===== config.mk =====
export PLATFORM = sky130hd
export DESIGN_NAME = cpu_control_fsm
export DESIGN_NICKNAME = d
export VERILOG_FILES = /design/src/rtl/cpu_defs.sv /design/src/rtl/mem_wait_timer.sv /design/src/rtl/cpu_control_fsm.sv
export SDC_FILE = /design/constraint.sdc
export NUM_CORES = 1
export LEC_CHECK = 0
export ABC_AREA = 1
export CAP_MARGIN = 20
export CORE_AREA = 2 2 49 51
export DETAILED_ROUTE_END_ITERATION = 7
export DIE_AREA = 0 0 51 53
export PLACE_DENSITY = 0.78
export SLEW_MARGIN = 10
export SYNTH_ARGS = -nofsm -noshare
export SYNTH_HDL_FRONTEND = slang
export SYNTH_SLANG_ARGS = --single-unit

===== constraint.sdc =====
create_clock -name clk -period 2.3 [get_ports clk]
set_input_delay 0.46 -clock clk [delete_from_list [all_inputs] [get_ports clk]]
set_output_delay 0.46 -clock clk [all_outputs]
set_load 0.005 [all_outputs]

===== src/rtl/cpu_defs.sv =====
// Shared encodings for the CS3710 control path: FSM states, datapath select
// codes, oper/func constants (also used by the ALU controller) and fault codes.
package cpu_defs;

  localparam logic [2:0] S_FETCH  = 3'd0;
  localparam logic [2:0] S_DECODE = 3'd1;
  localparam logic [2:0] S_EXEC   = 3'd2;
  localparam logic [2:0] S_MEM    = 3'd3;
  localparam logic [2:0] S_FAULT  = 3'd4;

  localparam logic [1:0] PC_INC  = 2'b00;
  localparam logic [1:0] PC_DISP = 2'b01;
  localparam logic [1:0] PC_RSRC = 2'b10;

  localparam logic [1:0] WB_ALU = 2'b00;
  localparam logic [1:0] WB_MEM = 2'b01;
  localparam logic [1:0] WB_PC  = 2'b10;

  localparam logic [3:0] OP_REG     = 4'b0000;
  localparam logic [3:0] OP_SPECIAL = 4'b0100;
  localparam logic [3:0] OP_SHIFT   = 4'b1000;
  localparam logic [3:0] OP_BCOND   = 4'b1100;

  localparam logic [3:0] FN_LOAD  = 4'b0000;
  localparam logic [3:0] FN_STOR  = 4'b0100;
  localparam logic [3:0] FN_JAL   = 4'b1000;
  localparam logic [3:0] FN_JCOND = 4'b1100;
  localparam logic [3:0] FN_SCOND = 4'b1101;
  localparam logic [3:0] FN_LSH   = 4'b0100;
  localparam logic [3:0] FN_ASHU  = 4'b0110;

  localparam logic [1:0] FAULT_NONE        = 2'b00;
  localparam logic [1:0] FAULT_MEM_TIMEOUT = 2'b01;
  localparam logic [1:0] FAULT_ILLEGAL     = 2'b10;

  typedef struct packed {
    logic       mem_req;
    logic       mem_we;
    logic       mem_addr_sel;
    logic       ir_load;
    logic       pc_en;
    logic [1:0] pc_src;
    logic       reg_we;
    logic [1:0] wb_sel;
    logic       alu_src_imm;
    logic       psr_we;
  } ctrl_t;

  function automatic logic is_legal(input logic [3:0] oper, input logic [3:0] func);
    case (oper)
      OP_REG:     is_legal = !(func inside {4'b0000, 4'b1000, 4'b1100});
      OP_SPECIAL: is_legal = func inside {FN_LOAD, FN_STOR, FN_JAL, FN_JCOND, FN_SCOND};
      OP_SHIFT:   is_legal = (func <= 4'b0100) || (func == FN_ASHU);
      default:    is_legal = 1'b1;
    endcase
  endfunction

endpackage


===== src/rtl/mem_wait_timer.sv =====
// Counts memory wait cycles; expired flags the last permitted wait cycle.
module mem_wait_timer #(
  parameter int MEM_TIMEOUT = 16,
  parameter int TW          = 8
) (
  input  logic clk,
  input  logic reset,
  input  logic clear,
  input  logic enable,
  output logic expired
);

  logic [TW-1:0] r_count;

  // NOTE: sequential state uses non-blocking assignments so every flop samples pre-edge values.
  always_ff @(posedge clk or posedge reset) begin
    if (reset)       r_count <= '0;
    else if (clear)  r_count <= '0;
    else if (enable) r_count <= r_count + TW'(1);
  end

  assign expired = (r_count == TW'(MEM_TIMEOUT - 1));

endmodule


===== src/rtl/cpu_control_fsm.sv =====
// Multi-cycle FETCH/DECODE/EXEC/MEM sequencer for the CS3710 processor with
// memory-timeout and illegal-encoding detection into a sticky FAULT state.
module cpu_control_fsm
  import cpu_defs::*;
#(
  parameter int MEM_TIMEOUT = 16,
  parameter int TW          = 8
) (
  input  logic       clk,
  input  logic       reset,
  input  logic [3:0] oper,
  input  logic [3:0] func,
  input  logic       cond_true,
  input  logic       mem_ready,
  output logic       mem_req,
  output logic       mem_we,
  output logic       mem_addr_sel,
  output logic       ir_load,
  output logic       pc_en,
  output logic [1:0] pc_src,
  output logic       reg_we,
  output logic [1:0] wb_sel,
  output logic       alu_src_imm,
  output logic       psr_we,
  output logic       halted,
  output logic [1:0] fault
);

  logic [2:0] r_state;
  logic [2:0] w_next;
  logic [1:0] r_fault;
  logic [1:0] w_fault_next;
  ctrl_t      w_ctrl;
  ctrl_t      w_out;
  logic       w_wait;
  logic       w_expired;
  logic       w_is_load;
  logic       w_is_stor;
  logic       w_reg_src;

  assign w_is_load = (oper == OP_SPECIAL) && (func == FN_LOAD);
  assign w_is_stor = (oper == OP_SPECIAL) && (func == FN_STOR);
  assign w_reg_src = (oper == OP_REG) ||
                     ((oper == OP_SHIFT) && ((func == FN_LSH) || (func == FN_ASHU)));

  // NOTE: defaults first so every path assigns every signal and no latch is inferred.
  always_comb begin
    w_ctrl       = '0;
    w_next       = r_state;
    w_fault_next = r_fault;
    case (r_state)
      S_FETCH: begin
        w_ctrl.mem_req = 1'b1;
        if (mem_ready) begin
          w_ctrl.ir_load = 1'b1;
          w_ctrl.pc_en   = 1'b1;
          w_ctrl.pc_src  = PC_INC;
          w_next         = S_DECODE;
        end else if (w_expired) begin
          w_next       = S_FAULT;
          w_fault_next = FAULT_MEM_TIMEOUT;
        end
      end
      S_DECODE: begin
        if (!is_legal(oper, func)) begin
          w_next       = S_FAULT;
          w_fault_next = FAULT_ILLEGAL;
        end else if (w_is_load || w_is_stor) begin
          w_next = S_MEM;
        end else begin
          w_next = S_EXEC;
        end
      end
      S_EXEC: begin
        w_next = S_FETCH;
        if (oper == OP_SPECIAL) begin
          if (func == FN_JAL) begin
            w_ctrl.reg_we = 1'b1;
            w_ctrl.wb_sel = WB_PC;
            w_ctrl.pc_en  = 1'b1;
            w_ctrl.pc_src = PC_RSRC;
          end else if (func == FN_JCOND) begin
            w_ctrl.pc_en  = cond_true;
            w_ctrl.pc_src = PC_RSRC;
          end else if (func == FN_SCOND) begin
            w_ctrl.reg_we = 1'b1;
            w_ctrl.wb_sel = WB_ALU;
          end
        end else if (oper == OP_BCOND) begin
          w_ctrl.pc_en  = cond_true;
          w_ctrl.pc_src = PC_DISP;
        end else begin
          w_ctrl.reg_we      = 1'b1;
          w_ctrl.wb_sel      = WB_ALU;
          w_ctrl.psr_we      = 1'b1;
          w_ctrl.alu_src_imm = !w_reg_src;
        end
      end
      S_MEM: begin
        w_ctrl.mem_req      = 1'b1;
        w_ctrl.mem_addr_sel = 1'b1;
        w_ctrl.mem_we       = w_is_stor;
        if (mem_ready) begin
          if (w_is_load) begin
            w_ctrl.reg_we = 1'b1;
            w_ctrl.wb_sel = WB_MEM;
          end
          w_next = S_FETCH;
        end else if (w_expired) begin
          w_next       = S_FAULT;
          w_fault_next = FAULT_MEM_TIMEOUT;
        end
      end
      S_FAULT: ;
      default: w_next = S_FETCH;
    endcase
  end

  // Counter runs only while a request is stalled; any other cycle re-arms it.
  assign w_wait = w_ctrl.mem_req & ~mem_ready;

  mem_wait_timer #(
    .MEM_TIMEOUT(MEM_TIMEOUT),
    .TW         (TW)
  ) u_timer (
    .clk    (clk),
    .reset  (reset),
    .clear  (~w_wait),
    .enable (w_wait),
    .expired(w_expired)
  );

  always_ff @(posedge clk or posedge reset) begin
    if (reset) begin
      r_state <= S_FETCH;
      r_fault <= FAULT_NONE;
    end else begin
      r_state <= w_next;
      r_fault <= w_fault_next;
    end
  end

  // Reset gates the strobes combinationally so no request or write outlives it.
  assign w_out = reset ? '0 : w_ctrl;

  assign mem_req      = w_out.mem_req;
  assign mem_we       = w_out.mem_we;
  assign mem_addr_sel = w_out.mem_addr_sel;
  assign ir_load      = w_out.ir_load;
  assign pc_en        = w_out.pc_en;
  assign pc_src       = w_out.pc_src;
  assign reg_we       = w_out.reg_we;
  assign wb_sel       = w_out.wb_sel;
  assign alu_src_imm  = w_out.alu_src_imm;
  assign psr_we       = w_out.psr_we;
  assign halted       = (r_state == S_FAULT);
  assign fault        = r_fault;

endmodule


==> impl_results.md, run 1 <==
* Pin count of the biggest net entering global routing at 14
* H-tree Lvls at 1
* Clock root buffer: clkbuf_4
* Run status: finished clean
* Mapped Nets at 156
* Most frequent cells after synthesis: 33 x nand2_1, 28 x nor2_1, 22 x inv_1
* Top FF cell, synth: dfrtp_1
* Pre-antenna DRT Iters at 4
* Worst r2r path cells at 8
* Power per Cell Area at between 600 and 700 nW/um^2
* Vias at 1082
* Netlist Area Pre-Place at 925 sq um
* Post-synthesis sequential area ratio at 0.352
* Die area at 2700 sq um
* FMAX at 453 MHz
* Crit start category: flip-flop
* Hold Path Depth at 1
* Total Nets Final at 217
* Final ANT Viol Nets at 0
* WL met1 at 1130 microns
* Synth Register Bits at 13
* Row count at 17
* CP max FO at 3
* Diodes inserted at 0
* Core Region at 2150 sq um
* Via-per-instance ratio at 4.68
* Period utilization at 0.959
* Total CTS buffers at 3
* WL/cell at around 12 microns
* Hold crit path type: reg2reg
* TritonCTS clock tree: done
* # DRC at 0
* GPL Wtd Cong at 0.974
* Cell family with most CP delay: buffers and inverters
* WL final at 2670 microns
* Synth area leaders: dfrtp_1 35%, nand2_1 13%, nor2_1 11%
* Synth warn at 0
* First-pass GRT wire length at 4460 microns
* Async SR Flop Fraction at 1.00
* Fin. max-slew vios at 0
* Post-synth top area share at 0.352
* # IOs at 27
* Clk pin slew, worst setup/hold paths at roughly 80 ps
* Avg Cell Area, Syn at about 6.5 sq um
* Hpwl dp at between 2000 and 2500 microns
* Die H at 53 microns
* RSZ-0062 raised after global routing: true
* Worst path slowest cell: dfrtp_1
* Layout cells sized above 1 at 0.286
* Mapped Cells at 143
* CP Class: reg2out
* Leak pwr at roughly 0.86 nW
* Placed instance area at 1370 sq um
* Fillers at 177
* Critical path's largest stage delay at 410 ps
* Inst Count DP at roughly 220
* Fin area at 1500 sq um
* Post-route insts no fill at 231
* Netlist cell types at 21
* Initial antenna violation count at 0
* Cell taking the most area after synthesis: dfrtp_1
* Skew final at ~0.51 ps
* Max VDD drop at 0.767 mV
* Buf/Inv on CP at 5
* Initial Util at 0.430
* CTS max path bufs at 2
* Endpoints failing setup at 0
* Worst-skew pair later-pin latency at 280 ps
* Via count of the first global-routing pass at ~1100
* GRT Util Overall at 0.222
* Max-Cap Viols at 0
* Number of synthesized flops with an enable pin at 0
* Synthesis-to-finish area growth at 62.5%
* Remaining Overflow, GRT at 0
* Critical Path Sink Type: output pin
* TNS Setup at 0 ps
* Period minus WS final at 2210 ps
* DRT iter0 DRCs at 22
* Worst-Margin Slew at 201 ps
* Fin. Hold Viols at 0
* Post-layout util at 0.699
* Worst path required time at 1840 ps
* Cells along the critical path: inv_1 > nand2_1 > nor2_1 > nand2_2 > inv_2 > nand3_2 > buf_4 > o21ai_2 > inv_1 > nand2_1 > dlygate4sd2_1
* # port buffers at 26
* Most frequent cell after synthesis: nand2_1
* Met3 routed WL at 111 microns
* Worst endpoint data arrival time at 1750 ps
* CP Depth at 11
* Met2 wire length at ~1400 microns
* Slew HR at 0.866
* Clk sinks at 13
* Top Metal Used: met4
* Die X at approximately 51 microns
==> path summary, 6_finish.rpt <==
check / startpoint / end / slack, ps
min reg2reg: u_timer.r_count[0]$_DFF_PP0_ / u_timer.r_count[0]$_DFF_PP0_ / 460
max: r_state[0]$_DFFE_PP0N_ / pc_en / 90
min in group asynchronous: reset / u_timer.r_count[6]$_DFF_PP0_ / 480
min: u_timer.r_count[0]$_DFF_PP0_ / u_timer.r_count[0]$_DFF_PP0_ / 460
max reg2reg: u_timer.r_count[0]$_DFF_PP0_ / fault[0]$_DFFE_PP0P_ / 890
max in group asynchronous: reset / r_state[2]$_DFFE_PP0N_ / 1650
==> cell families (layout without fill, tap and decap cells) <==
family	count (synthesis)	in the layout	share of synthesized area
AOI/OAI and AO/OA	13	13	0.0785
DFF	13	13	0.352
buffers and inverters	25	85	0.101
and+or+nand+nor	91	91	0.455
adders and majority gates	1	1	0.0135
==> registers in the layout, indices dropped and copies added, names as in the netlist <==
| signal | cells |
|---|---|
| fault | 2 |
| r_state | 3 |
| u_timer.r_count | 8 |
==> layout make-up <==
class	count	area, sq um	area share
Timing Repair Buffer	56	490	0.326
Sequential cell	13	327	0.217
Inverter	25	93.8	0.0624
Multi-Input combinational cell	105	531	0.353
Tap cell	28	35.0	0.0233
Clock buffer	4	26.3	0.0175
==> placed cells by master (no fill, tap or decap), types with 2 or more instances in the layout <==
master,instances
nand2_1,32
dfrtp_1,12
inv_1,20
buf_4,30
dlymetal6s2s_1,8
nor2_2,6
clkbuf_4,3
dlygate4sd2_1,12
nand4_1,2
nand3_1,14
nor2_4,2
o21ai_1,3
o21ai_0,3
nor2_1,24
nand2_2,5
clkdlybuf4s50_1,6
inv_2,5
a21oi_1,5
==> per-layer routing <==
metal | vias up | global-route usage
li1 | 567 | -
met4 | 0 | 0.113
met5 | - | 0
met2 | 33 | 0.405
met3 | 8 | 0.0311
met1 | 474 | 0.253
==> metrics by stage <==
step                      setup slack (ps)  total power (W)  hold slack, ps
final                                 93.9         0.000991             457
after global placement                -277         0.000796             440
after CTS                             -111         0.000984             463
after detailed placement              -352         0.000812             452
after global routing                 -55.6          0.00108             494
after floorplan                        550         0.000603             361
==> what timing repair did <==
action                                  4_1_cts  5_1_grt
hold buffers                                  0        0
pin swaps                                     8        6
gates resized for setup                      22       10
buffers inserted                              7        3
endpoints found under the setup margin        9        9
==> power by group <==
group	switching (W)	internal, W
logic	0.000276	0.000245
clock network	0.0000762	0.0000673
registers	0.0000436	0.000283
total	0.000396	0.000595
Power figures use the tool's default switching activity.
==> inputs of run 2 (changes only) <==
--- a/config.mk
+++ b/config.mk
@@ -6,11 +6,11 @@
 export NUM_CORES = 1
 export LEC_CHECK = 0
 export ABC_AREA = 1
-export CAP_MARGIN = 20
 export CORE_AREA = 2 2 49 51
 export DETAILED_ROUTE_END_ITERATION = 7
 export DIE_AREA = 0 0 51 53
 export PLACE_DENSITY = 0.78
+export REMOVE_ABC_BUFFERS = 1
 export SLEW_MARGIN = 10
 export SYNTH_ARGS = -nofsm -noshare
 export SYNTH_HDL_FRONTEND = slang
==> results of run 2 <==
Final layout, timing and power as in run 1 (identical DEF).
